===== config.mk =====
export PLATFORM = sky130hd
export DESIGN_NAME = pulse_config_scheduler
export DESIGN_NICKNAME = d
export VERILOG_FILES = /design/src/rtl/pulse_cfg_pkg.sv /design/src/rtl/pulse_cfg_shadow_bank.sv /design/src/rtl/pulse_config_scheduler.sv
export SDC_FILE = /design/constraint.sdc
export NUM_CORES = 1
export LEC_CHECK = 0
export CAP_MARGIN = 30
export CORE_MARGIN = 10
export CORE_UTILIZATION = 53
export CTS_CLUSTER_DIAMETER = 50
export CTS_CLUSTER_SIZE = 24
export DETAILED_ROUTE_END_ITERATION = 6
export HOLD_SLACK_MARGIN = 0.12
export PLACE_DENSITY = 0.71
export SYNTH_ARGS = -nofsm -noshare
export SYNTH_HDL_FRONTEND = slang
export SYNTH_SLANG_ARGS = --single-unit

===== constraint.sdc =====
create_clock -name clk -period 30.3 [get_ports clk]
set_clock_uncertainty 0.2 [all_clocks]
set_input_delay 6.06 -clock clk [delete_from_list [all_inputs] [get_ports clk]]
set_output_delay 6.06 -clock clk [all_outputs]
set_load 0.03 [all_outputs]

===== src/rtl/pulse_cfg_pkg.sv =====
// Shared constants for the pulse-generator configuration scheduler.
// Holds the settings width default, FSM state codes and the entry-index layout.
package pulse_cfg_pkg;

   localparam int DEF_SETTINGS_WIDTH = 30;

   // Each channel owns two shadow entries: index = {channel, sel}.
   localparam int   ENTRIES_PER_CH = 2;
   localparam logic SEL_DELAY      = 1'b0;
   localparam logic SEL_WIDTH      = 1'b1;

   // FSM state codes.
   typedef logic [1:0] state_t;
   localparam state_t ST_IDLE    = 2'd0;
   localparam state_t ST_SCAN    = 2'd1;
   localparam state_t ST_HOLDOFF = 2'd2;

endpackage


===== src/rtl/pulse_cfg_shadow_bank.sv =====
// Shadow register bank: one SETTINGS_WIDTH entry plus a dirty bit per index.
// A write always wins over a scan clear of the same entry, so a value written
// while its own slot is being pushed stays dirty for the next pass.
// Optional readback port under PULSE_CFG_READBACK_EN.
module pulse_cfg_shadow_bank
   import pulse_cfg_pkg::*;
#(
   parameter int ENTRIES        = 16,
   parameter int SETTINGS_WIDTH = DEF_SETTINGS_WIDTH,
   parameter int AW             = 4
) (
   input  logic                      clk,
   input  logic                      rst,
   input  logic                      wr_en,
   input  logic [AW-1:0]             wr_addr,
   input  logic [SETTINGS_WIDTH-1:0] wr_data,
   input  logic [AW-1:0]             scan_addr,
   input  logic                      scan_clear,
   output logic [SETTINGS_WIDTH-1:0] scan_data,
   output logic                      scan_dirty
`ifdef PULSE_CFG_READBACK_EN
   ,
   input  logic [AW-1:0]             rd_addr,
   output logic [31:0]               rd_data
`endif
);

   logic [ENTRIES-1:0][SETTINGS_WIDTH-1:0] shadow;
   logic [ENTRIES-1:0]                     dirty;

   // Store writes and track dirty bits; out-of-range addresses match no entry.
   always_ff @(posedge clk or posedge rst) begin
      if (rst) begin
         shadow <= '0;
         dirty  <= '0;
      end else begin
         for (int i = 0; i < ENTRIES; i++) begin
            if (wr_en && (wr_addr == AW'(i))) begin
               shadow[i] <= wr_data;
               dirty[i]  <= 1'b1;
            end else if (scan_clear && (scan_addr == AW'(i))) begin
               dirty[i]  <= 1'b0;
            end
         end
      end
   end

   assign scan_data  = shadow[scan_addr];
   assign scan_dirty = dirty[scan_addr];

`ifdef PULSE_CFG_READBACK_EN
   // Combinational readback: dirty flag in bit 31, setting zero-extended below.
   always_comb begin
      rd_data = '0;
      if (int'(rd_addr) < ENTRIES) begin
         rd_data     = 32'(shadow[rd_addr]);
         rd_data[31] = dirty[rd_addr];
      end
   end
`endif

endmodule


===== src/rtl/pulse_config_scheduler.sv =====
// Shadow-register front end for CHANNELS pulse generators.
// CPU writes mark entries dirty; a commit runs one pass that pushes each dirty
// entry in its own slot, then a GAP_CYCLES holdoff spaces out the next pass.
// Optional macro PULSE_CFG_READBACK_EN adds the cpuReadData readback port.
module pulse_config_scheduler
   import pulse_cfg_pkg::*;
#(
   parameter int CHANNELS       = 8,
   parameter int SETTINGS_WIDTH = DEF_SETTINGS_WIDTH,
   parameter int GAP_CYCLES     = 16
) (
   input  logic                           clk,
   input  logic                           rst,
   input  logic                           cpuWriteStrobe,
   input  logic [$clog2(2*CHANNELS)-1:0]  cpuAddr,
   input  logic [31:0]                    cpuData,
   input  logic                           commit,
   output logic                           busy,
   output logic                           done,
   output logic                           pending,
   output logic [31:0]                    cfgData,
   output logic [CHANNELS-1:0]            cfgDelayStrobe,
   output logic [CHANNELS-1:0]            cfgWidthStrobe
`ifdef PULSE_CFG_READBACK_EN
   ,
   output logic [31:0]                    cpuReadData
`endif
);

   localparam int            ENTRIES  = ENTRIES_PER_CH * CHANNELS;
   localparam int            AW       = $clog2(ENTRIES);
   localparam int            HW       = $clog2(GAP_CYCLES + 1);
   localparam logic [AW-1:0] LAST_IDX = AW'(ENTRIES - 1);
   localparam logic [HW-1:0] GAP_V    = HW'(GAP_CYCLES);

   state_t                    state;
   logic [AW-1:0]             idx;
   logic [AW-1:0]             idx_chan;
   logic [HW-1:0]             holdoff;
   logic [SETTINGS_WIDTH-1:0] scan_data;
   logic                      scan_dirty;
   logic                      push;
   logic [CHANNELS-1:0]       dly_next;
   logic [CHANNELS-1:0]       wid_next;
   logic                      unused_data_bits;

   // Upper data bits are dropped on purpose.
   assign unused_data_bits = ^cpuData;

   assign push     = (state == ST_SCAN) && scan_dirty;
   assign idx_chan = idx >> 1;

   pulse_cfg_shadow_bank #(
      .ENTRIES        (ENTRIES),
      .SETTINGS_WIDTH (SETTINGS_WIDTH),
      .AW             (AW)
   ) u_bank (
      .clk        (clk),
      .rst        (rst),
      .wr_en      (cpuWriteStrobe),
      .wr_addr    (cpuAddr),
      .wr_data    (cpuData[SETTINGS_WIDTH-1:0]),
      .scan_addr  (idx),
      .scan_clear (push),
      .scan_data  (scan_data),
      .scan_dirty (scan_dirty)
`ifdef PULSE_CFG_READBACK_EN
      ,
      .rd_addr    (cpuAddr),
      .rd_data    (cpuReadData)
`endif
   );

   // Pass sequencing: IDLE -> SCAN (one slot per entry) -> HOLDOFF -> IDLE.
   // A request waiting at the end of holdoff starts straight away so the next
   // pass begins exactly GAP_CYCLES after done.
   always_ff @(posedge clk or posedge rst) begin
      if (rst) begin
         state   <= ST_IDLE;
         idx     <= '0;
         holdoff <= '0;
         pending <= 1'b0;
      end else begin
         case (state)
            ST_IDLE: begin
               if (commit || pending) begin
                  state   <= ST_SCAN;
                  idx     <= '0;
                  pending <= 1'b0;
               end
            end
            ST_SCAN: begin
               if (commit) pending <= 1'b1;
               if (idx == LAST_IDX) begin
                  state   <= ST_HOLDOFF;
                  holdoff <= GAP_V;
               end else begin
                  idx <= idx + 1'b1;
               end
            end
            ST_HOLDOFF: begin
               if (holdoff <= HW'(1)) begin
                  holdoff <= '0;
                  if (commit || pending) begin
                     state   <= ST_SCAN;
                     idx     <= '0;
                     pending <= 1'b0;
                  end else begin
                     state <= ST_IDLE;
                  end
               end else begin
                  holdoff <= holdoff - 1'b1;
                  if (commit) pending <= 1'b1;
               end
            end
            default: state <= ST_IDLE;
         endcase
      end
   end

   // Strobe decode for the entry under the scan pointer: sel picks the vector,
   // channel picks the bit. At most one bit is set.
   always_comb begin
      dly_next = '0;
      wid_next = '0;
      for (int c = 0; c < CHANNELS; c++) begin
         dly_next[c] = push && (idx[0] == SEL_DELAY) && (idx_chan == AW'(c));
         wid_next[c] = push && (idx[0] == SEL_WIDTH) && (idx_chan == AW'(c));
      end
   end

   // Registered outputs, one cycle behind the scan pointer; done marks the
   // first holdoff cycle. cfgData holds its value on clean slots.
   always_ff @(posedge clk or posedge rst) begin
      if (rst) begin
         busy           <= 1'b0;
         done           <= 1'b0;
         cfgData        <= '0;
         cfgDelayStrobe <= '0;
         cfgWidthStrobe <= '0;
      end else begin
         busy           <= (state == ST_SCAN);
         done           <= (state == ST_HOLDOFF) && (holdoff == GAP_V);
         cfgDelayStrobe <= dly_next;
         cfgWidthStrobe <= wid_next;
         if (push) cfgData <= 32'(scan_data);
      end
   end

endmodule


==> flow_metrics.env <==
export IMPL_io_pins=91
export IMPL_synth_top_family_by_area="multiplexers"
export IMPL_critPathRequiredTime_ns=30.85
export IMPL_min_period_ns=8.50
export IMPL_setup_viol_count_final=0
export IMPL_grt_util_all_layers=0.201
export IMPL_cts_root_buf="clkbuf_16"
export IMPL_reg2reg_depth=6
export IMPL_ys_warn_count=0
export IMPL_overflow=0
export IMPL_grt_first_pass_wirelength_mm=88.0
export IMPL_critical_path_class="input pin to asynchronous set/reset pin"
export IMPL_dp_slack_ns=20.71
export IMPL_seqCellArea_um2=13900
export IMPL_min_path_cells=1
export IMPL_grt_start_max_net_pins=175
export IMPL_synth_xor_area_share=0
export IMPL_antenna_found_initial=3
export IMPL_start_kind="input pin"
export IMPL_critical_path_arrival_ns=9.05
export IMPL_hp_class="flip-flop to flip-flop"
export IMPL_start_util=0.534
export IMPL_p_switching_mw=0.658
export IMPL_post_cts_buffers=0
export IMPL_combPwrFrac=0.253
export IMPL_wl_mm=55.3
export IMPL_seqPwrFrac=0.445
export IMPL_p_leak_nw=12.1
export IMPL_power_frac_clock=0.302
export IMPL_p_sw_frac=0.291
export IMPL_n_fill_cell=3440
export IMPL_finalSetupTns_ns=0
export IMPL_final_nets=1622
export IMPL_cap_violations=0
export IMPL_synth_compound_gate_area_share=0.0145
export IMPL_async_flop_share=1.00
export IMPL_worst_pin_slew_ns=0.990
export IMPL_cts_sinks=556
export IMPL_intPower_mw=1.60
export IMPL_synthAdderAreaFrac=0.00607
export IMPL_startpoint="rst"
export IMPL_multi_input_area_um2=10300
export IMPL_hold_path_endpoint="u_bank.dirty[7]"
export IMPL_rr_startpoint="idx[2]"
export IMPL_avgSynthCellArea_um2=16.2
export IMPL_synthMuxAreaShare=0.374
export IMPL_ant_nets=0
export IMPL_fin_ws_ns=21.80
export IMPL_drc=0
export IMPL_min_delay_start="u_bank.dirty[7]"
export IMPL_synth_cell_type_count=43
export IMPL_clock_fmax_mhz=118
export IMPL_cts_tree="built"
export IMPL_core_area_um2=46400
export IMPL_critPathMaxFanout=174
export IMPL_cts_clk_slew_worst_paths_ns=0.08
export IMPL_clock_latency_ns=0.62
export IMPL_ys_flop_type="dfrtp_1"
export IMPL_numCtsBuffers=47
export IMPL_die_x_um=236
export IMPL_synth_edf_count=0
export IMPL_wire_per_inst_um=25.0
export IMPL_postCtsHoldBufs=0
export IMPL_postSynthCellCount=1528
export IMPL_regToRegSetupSlack_ns=26.28
export IMPL_netlist_area_um2=24700
export IMPL_peakVddDrop_uv=44.4
export IMPL_vias=13500
export IMPL_hold_viol_final=0
export IMPL_place_detailed_hpwl_mm=30.9
export IMPL_io_buffers=86
export IMPL_die_height_um=236
export IMPL_via_per_inst=6.07
export IMPL_grt_setup_unrepaired="no"
export IMPL_die_area_um2=55700
export IMPL_cts_resized=0
export IMPL_dr_pass1_iters=4
export IMPL_synth_seq_cells=556
export IMPL_yosys_area_share_simple=0.0168
export IMPL_rows=79
export IMPL_ys_seq_area_frac=0.562
export IMPL_period_share=0.280
export IMPL_grt_pass1_vias=14700
export IMPL_cts_buffer_depth=3
export IMPL_rr_endpoint="cfgData[15]"
export IMPL_power_density_nw_per_um2=80.6
export IMPL_htreeDepth=2
export IMPL_drive_gt1_frac=0.351
export IMPL_drtIter0Drc=862
export IMPL_slew_viol_final=0
export IMPL_endpoint_kind="asynchronous set/reset pin"
export IMPL_area_growth_synth_to_final_pct=13.5
export IMPL_slew_headroom=0.340
export IMPL_globalplace_congestion=0.740
export IMPL_outcome="complete, no violations"
-- layout by cell type (no fill, tap or decap), drive strengths merged, types with 3 or more instances in the layout --
cell type	count
dfrtp	556
mux2	511
mux4	153
clkdlybuf4s50	86
clkbuf	50
buf	34
inv	33
nor2	30
o21ai	26
nand2	22
a21oi	15
clkinv	14
ha	12
nor3	7
mux2i	5
or3	5
nor2b	4
nand2b	4
nand3	4
a21o	4
bufinv	4
nand3b	3
a31oi	3
and3	3
-- metrics by stage --
step                cell area, µm²   util  total power, mW  std cells  hold WS, ns
global route                 28100  0.606             2.37       2216        0.299
detailed placement           26200  0.565             1.59       2123        0.268
global placement             26100  0.563             1.56       2120        0.259
finish                       28100  0.606             2.26       2217        0.282
floorplan                    24700      -             1.45       1529        0.244
CTS                          28000  0.603             2.28       2211        0.287
-- logic make-up (layout without fill, tap and decap cells) --
| logic type | after synthesis | count (layout) |
|---|---|---|
| flops | 556 | 556 |
| other cells | 1 | 3 |
| compound gates | 60 | 60 |
| buf+inv | 142 | 222 |
| mux | 669 | 669 |
| simple gates | 88 | 88 |
| fa+ha+maj | 12 | 12 |
-- cells in the mapped netlist, types with 13 or more instances --
cell,instances,area (µm²)
a21oi_1,15,75.1
inv_1,13,48.8
nand2_1,22,82.6
dfrtp_1,556,13900
clkbuf_1,60,225
o21ai_1,17,85.1
nor2_1,30,113
mux4_2,153,3450
mux2_2,267,3010
mux2_1,244,2750
buf_1,42,158
-- area by class of cell --
type	instances	share of cell area
inverter	13	0.00201
multi-input combinational	831	0.366
clock inverter	39	0.0202
antenna	1	0.0000891
clock buffer	49	0.0433
timing repair buffer	121	0.0455
tap	607	0.0270
sequential	556	0.496
-- state kept, by name, summed over array words and instances, names as in the netlist --
register        count
done                1
idx                 4
u_bank.shadow     480
holdoff             5
cfgDelayStrobe      8
state               2
cfgWidthStrobe      8
busy                1
cfgData            30
u_bank.dirty       16
pending             1
-- worst max-delay path, stage by stage --
cell             delay [ns]
clkdlybuf4s50_1        0.49
inv_8                  0.13
buf_16                 0.44
buf_12                 0.72
buf_4                  0.44
buf_4                  0.31
buf_16                 0.35
-- power groups by stage --
stage | Clock, mW | Sequential [mW] | Combinational [mW]
after detailed placement | 0 | 1.02 | 0.573
after global placement | 0 | 1.02 | 0.544
after floorplan | 0 | 1.02 | 0.429
final | 0.683 | 1.01 | 0.573
after global routing | 0.725 | 1.03 | 0.621
after CTS | 0.696 | 1.01 | 0.575
-- worst max path at each step --
| stage | endpoint | slack (ns) |
|---|---|---|
| floorplan | busy | 8.49 |
| global placement | u_bank.shadow[272] | 19.90 |
| detailed placement | idx[2] | 20.71 |
| CTS | idx[0] | 21.39 |
| global route | u_bank.shadow[364] | 21.29 |
| finish | u_bank.shadow[155] | 21.80 |
-- per-layer routing --
metal	global-route usage	share of wire	routed length (µm)
met1	0.266	0.44	24100
met2	0.342	0.51	28400
met3	0.0334	0.033	1850
met4	0.0464	0.017	943
met5	0	0.00061	34
(Power assumes the default switching activity.)
